--- src/rtl/store_unit.sv ---
// store_unit: aligns SB/SH/SW data onto a 32-bit bus and runs req/gnt/rvalid.
// Optional bus timeout is compiled in when STORE_UNIT_TIMEOUT_EN is defined.
module store_unit #(
    parameter int XLEN           = 32,
    parameter int TIMEOUT_CYCLES = 16
) (
    input  logic            clk_i,
    input  logic            rstn_i,
    input  logic            st_valid_i,
    output logic            st_ready_o,
    input  logic [2:0]      st_funct3_i,
    input  logic [XLEN-1:0] st_addr_i,
    input  logic [XLEN-1:0] st_data_i,
    output logic            st_done_o,
    output logic            st_misaligned_o,
    output logic            st_err_o,
    output logic            data_req_o,
    output logic            data_we_o,
    output logic [XLEN-1:0] data_addr_o,
    output logic [3:0]      data_be_o,
    output logic [XLEN-1:0] data_wdata_o,
    input  logic            data_gnt_i,
    input  logic            data_rvalid_i,
    input  logic            data_err_i
);

    typedef enum logic [1:0] {IDLE, REQ, WAIT} state_t;

    state_t          state_q, state_d;
    logic            ready_q, ready_d;
    logic            done_q, done_d;
    logic            mis_q, mis_d;
    logic            err_q, err_d;
    logic            req_q, req_d;
    logic [XLEN-1:0] addr_q, addr_d;
    logic [XLEN-1:0] wdata_q, wdata_d;
    logic [3:0]      be_q, be_d;

    logic            timeout;
    logic            legal;
    logic            misaligned;
    logic [3:0]      lane_be;
    logic [XLEN-1:0] lane_wdata;

    always_comb begin
        legal      = 1'b0;
        misaligned = 1'b0;
        lane_be    = 4'b0000;
        lane_wdata = '0;
        unique case (1'b1)
            st_funct3_i == 3'b000: begin
                legal      = 1'b1;
                lane_be    = 4'b0001 << st_addr_i[1:0];
                lane_wdata = {4{st_data_i[7:0]}};
            end
            st_funct3_i == 3'b001: begin
                legal      = 1'b1;
                misaligned = st_addr_i[0];
                lane_be    = 4'b0011 << st_addr_i[1:0];
                lane_wdata = {2{st_data_i[15:0]}};
            end
            st_funct3_i == 3'b010: begin
                legal      = 1'b1;
                misaligned = |st_addr_i[1:0];
                lane_be    = 4'b1111;
                lane_wdata = st_data_i;
            end
            default: ;
        endcase
    end

`ifdef STORE_UNIT_TIMEOUT_EN
    localparam int CW = $clog2(TIMEOUT_CYCLES + 1);

    logic [CW-1:0] cnt_q;

    // Held at zero in IDLE so it starts from zero on every entry to REQ.
    always_ff @(posedge clk_i or negedge rstn_i) begin
        if (!rstn_i) begin
            cnt_q <= '0;
        end else if (state_q == IDLE) begin
            cnt_q <= '0;
        end else begin
            cnt_q <= cnt_q + CW'(1);
        end
    end

    assign timeout = (cnt_q == CW'(TIMEOUT_CYCLES - 1));
`else
    assign timeout = 1'b0 & (TIMEOUT_CYCLES > 0);
`endif

    always_comb begin
        state_d = state_q;
        ready_d = ready_q;
        done_d  = 1'b0;
        mis_d   = 1'b0;
        err_d   = 1'b0;
        req_d   = req_q;
        addr_d  = addr_q;
        be_d    = be_q;
        wdata_d = wdata_q;
        unique case (state_q)
            IDLE: begin
                ready_d = 1'b1;
                req_d   = 1'b0;
                if (st_valid_i && ready_q) begin
                    if (!legal) begin
                        err_d = 1'b1;
                    end else if (misaligned) begin
                        mis_d = 1'b1;
                    end else begin
                        state_d = REQ;
                        ready_d = 1'b0;
                        req_d   = 1'b1;
                        addr_d  = {st_addr_i[XLEN-1:2], 2'b00};
                        be_d    = lane_be;
                        wdata_d = lane_wdata;
                    end
                end
            end
            REQ: begin
                if (timeout) begin
                    state_d = IDLE;
                    ready_d = 1'b1;
                    req_d   = 1'b0;
                    err_d   = 1'b1;
                end else if (data_gnt_i) begin
                    state_d = WAIT;
                    req_d   = 1'b0;
                end
            end
            WAIT: begin
                if (data_rvalid_i) begin
                    state_d = IDLE;
                    ready_d = 1'b1;
                    done_d  = !data_err_i;
                    err_d   = data_err_i;
                end else if (timeout) begin
                    state_d = IDLE;
                    ready_d = 1'b1;
                    err_d   = 1'b1;
                end
            end
            default: state_d = IDLE;
        endcase
    end

    always_ff @(posedge clk_i or negedge rstn_i) begin
        if (!rstn_i) begin
            state_q <= IDLE;
            ready_q <= 1'b0;
            done_q  <= 1'b0;
            mis_q   <= 1'b0;
            err_q   <= 1'b0;
            req_q   <= 1'b0;
            addr_q  <= '0;
            be_q    <= 4'b0000;
            wdata_q <= '0;
        end else begin
            state_q <= state_d;
            ready_q <= ready_d;
            done_q  <= done_d;
            mis_q   <= mis_d;
            err_q   <= err_d;
            req_q   <= req_d;
            addr_q  <= addr_d;
            be_q    <= be_d;
            wdata_q <= wdata_d;
        end
    end

    assign st_ready_o      = ready_q;
    assign st_done_o       = done_q;
    assign st_misaligned_o = mis_q;
    assign st_err_o        = err_q;
    assign data_req_o      = req_q;
    assign data_we_o       = req_q;
    assign data_addr_o     = addr_q;
    assign data_be_o       = be_q;
    assign data_wdata_o    = wdata_q;

endmodule

--- config.mk ---
export PLATFORM = sky130hd
export DESIGN_NAME = store_unit
export DESIGN_NICKNAME = d
export VERILOG_FILES = /design/src/rtl/store_unit.sv
export SDC_FILE = /design/constraint.sdc
export NUM_CORES = 1
export LEC_CHECK = 0
export ABC_CLOCK_PERIOD_IN_PS = 1700
export CORE_MARGIN = 5
export CORE_UTILIZATION = 30
export CTS_BUF_LIST = sky130_fd_sc_hd__clkbuf_16
export DETAILED_ROUTE_END_ITERATION = 10
export DONT_BUFFER_PORTS = 1
export PLACE_DENSITY = 0.48
export SETUP_SLACK_MARGIN = 0.5
export SYNTH_ARGS = -nofsm -noshare
export SYNTH_HDL_FRONTEND = slang
export SYNTH_SLANG_ARGS = --single-unit
--- constraint.sdc ---
create_clock -name clk_i -period 1.7 [get_ports clk_i]
set_input_delay 0.085 -clock clk_i [delete_from_list [all_inputs] [get_ports clk_i]]
set_output_delay 0.085 -clock clk_i [all_outputs]
set_load 0.01 [all_outputs]
==> run_results.csv <==
group,metric,value,unit
power_and_ir_drop,p_per_area,1220,mW/mm2
critical_path,crit_arrival,1650,ps
global_route,grt-ovfl-total,0,
cts,clk_path_buf_depth,2,
placement,post-place-ws,34.7,ps
power_and_ir_drop,ir_drop,584,uV
floorplan,rows,37,
synth,synth.most_common_cell,"dfrtp_1",
sta,max_slew_margin,39.6,%
hold_path,hold_class,"in -> async",
cells_and_area,diodes,0,
global_route,grt_pass1_wl,14500,um
placement,dp_cells,394,
synth,yosysWarnings,0,
synth,syn_area,0.00318,mm2
sta,fin_skew,8.52,ps
cts,cts_max_level,3,
detailed_routing,route.vias.total,2432,
detailed_routing,wl_per_cell,20.8,um
detailed_routing,ant_nets,0,
cells_and_area,fillers,971,
critical_path,crit_required,1900,ps
sta,tns,0,ps
synth,synth_seq_cells,73,
cells_and_area,instances_no_fill,489,
critical_path,critical_path_class,"reg -> reg",
synth,synth_top_cell_by_area,"dfrtp_1",
global_route,track_usage,14.7,%
detailed_routing,dr.pass1.iters,4,
cts,cts_buffers,9,
power_and_ir_drop,power.leakage,2.02,nW
floorplan,fp.dieH,113,um
sta,setup_violations,0,
critical_path,r2r_cells,5,
global_route,grt_start_max_net_pins,74,
cts,clkTransAtPathRegs,60,ps
placement,place.gp.congestion,0.732,
cells_and_area,final_nets,421,
floorplan,dieArea,0.0128,mm2
critical_path,startpoint_type,"flip-flop",
detailed_routing,drtIter0Drc,128,
job,maxCapViolCount,0,
synth,synth_cell_types,32,
synth,ys.flop_type,"dfrtp_1",
sta,min_period,1450,ps
synth,ys_top_cells_by_count,"dfrtp_1 (73), mux2_2 (36), nand2_1 (25)",
placement,place_hpwl,6050,um
floorplan,die_x,113,um
sta,fin_ws,252,ps
sta,rsz0062_at_grt,"true",
floorplan,io_pins,147,
floorplan,core_area,0.0103,mm2
synth,async_flop_share,100,%
sta,worst_pin_slew,906,ps
critical_path,critPathLaunch,"st_ready_o",
sta,finalHoldViolCount,73,
cts,cts.sinks,73,
synth,synth.top_cell.area_share,57.5,%
synth,synth_edf_count,0,
sta,hold_ws,-549,ps
critical_path,r2r_start,"st_ready_o",
synth,ys_seq_area_share,57.5,%
global_route,antenna_found_initial,0,
run_status,violations,"negative hold slack",
global_route,grt_pass1_vias,2551,
critical_path,r2r-end,"data_addr_o[9]",
floorplan,initial_core_util,30.8,%
detailed_routing,vias_per_cell,4.97,
sta,period_share,85.2,%
critical_path,end_kind,"flip-flop",
cells_and_area,area_growth,45.2,%
run_status,status,"complete, but fails checks",
sta,fmax,0.691,GHz
detailed_routing,drc,0,
detailed_routing,finalWirelength,10200,um
synth,syn_area_per_cell,11.8,um2
sta,final_max_slew_viol_count,0,
synth,synthTopCellsByArea,"dfrtp_1 (57%), mux2_2 (13%), nand2_1 (3.0%), a21oi_1 (2.8%), o31ai_1 (2.8%)",
cts,cts_tree,"built",
synth,synth_cells,270,
critical_path,path_max_fanout,12,
cells_and_area,drive_gt1_share,31.2,%
cts,root_buffer,"clkbuf_16",
placement,io_buffers,0,
cts,worstSkewPairLatency,320,ps
critical_path,r2r_setup_slack,250,ps
worst max-delay path, stage by stage (launching register included):
cell       delay [ps]
dfrtp_1           390
nor2b_4           140
o2111ai_4         110
buf_6             180
buf_12            150
mux2_2            340
area by class of cell:
type,count,area [um2],area share (%)
well taps,136,170,3.69
inverters,9,33.8,0.732
flip-flops and latches,73,1830,39.6
multi-input cells,169,1360,29.5
clock buffers,9,225,4.88
clock inverters,7,38.8,0.840
repair buffers,86,961,20.8
layout by cell type, fill, tap and decap left out, types with 2 or more instances in the layout:
cell | netlist | layout
o31ai_1 | 12 | 4
mux2i_1 | 8 | 8
nand2_1 | 25 | 19
o21ai_2 | 0 | 6
clkbuf_16 | 0 | 14
nand2b_1 | 2 | 2
a22oi_1 | 11 | 11
nand2_4 | 0 | 3
a21oi_2 | 0 | 2
o21ai_0 | 17 | 7
inv_1 | 8 | 9
nor3_1 | 3 | 2
dfrtp_1 | 73 | 73
clkinv_1 | 1 | 2
a21oi_1 | 18 | 16
buf_12 | 0 | 3
clkinv_2 | 0 | 3
buf_6 | 4 | 6
dlygate4sd3_1 | 0 | 62
mux2_2 | 36 | 36
buf_4 | 5 | 8
nor2_1 | 16 | 14
conb_1 | 1 | 2
a211oi_2 | 0 | 4
nor2_2 | 0 | 2
o31ai_2 | 0 | 8
nand2_2 | 0 | 3
mux2_4 | 2 | 2
o21ai_1 | 0 | 4
worst max-delay path by stage:
stage               cells past startpoint               to  slack, ps
global route                            5   data_addr_o[5]        200
finish                                  5   data_addr_o[9]        250
global placement                        4  data_addr_o[25]         80
CTS                                     4  data_addr_o[25]        280
detailed placement                      4  data_addr_o[25]         30
floorplan                               5  data_addr_o[21]        260
repair_timing:
action,4_1_cts,5_1_grt
hold buffers,61,2
pin swaps,3,9
gates resized for setup,6,48
setup buffers,4,4
cloned,0,8
endpoints found under the setup margin,69,72
endpoints found under the hold margin,144,74
cells by family (layout without fill, tap and decap cells):
group,count (synthesis),count (layout),share of synthesized area [%]
compound gates,68,68,13.5
xor+xnor,1,1,0.276
buf+inv,29,111,5.19
flops,73,73,57.5
mux,46,46,16.2
other cells,1,2,0.118
simple gates,52,52,7.24
registers in the layout, indices dropped and copies added, names as in the netlist:
name,count
state_q,2
data_req_o,1
data_addr_o,30
st_ready_o,1
data_be_o,4
st_done_o,1
st_err_o,1
data_wdata_o,32
st_misaligned_o,1
layer usage:
layer  share of wire, %  global-route usage (%)  up-vias
li1                   -                       -     1106
met2                 50                    24.2      103
met5                  0                       0        -
met4                1.6                    4.09        0
met1                 39                    17.6     1210
met3                9.2                    6.31       13
stage by stage:
stage | hold WS (ps) | util (%) | total power, mW | cell area, um2
final | -549 | 44.7 | 5.61 | 4620
after global placement | -207 | 32.1 | 3.63 | 3310
after global routing | -572 | 44.7 | 5.94 | 4620
after floorplan | -211 | - | 3.43 | 3200
after CTS | -562 | 41.0 | 5.53 | 4240
after detailed placement | -207 | 32.1 | 3.67 | 3310
where the power goes:
group          internal [mW]  switching (mW)
Combinational          0.625           0.381
Sequential              2.27           0.672
Clock                  0.971           0.695
Total                   3.86            1.75
(Power assumes the default switching activity.)
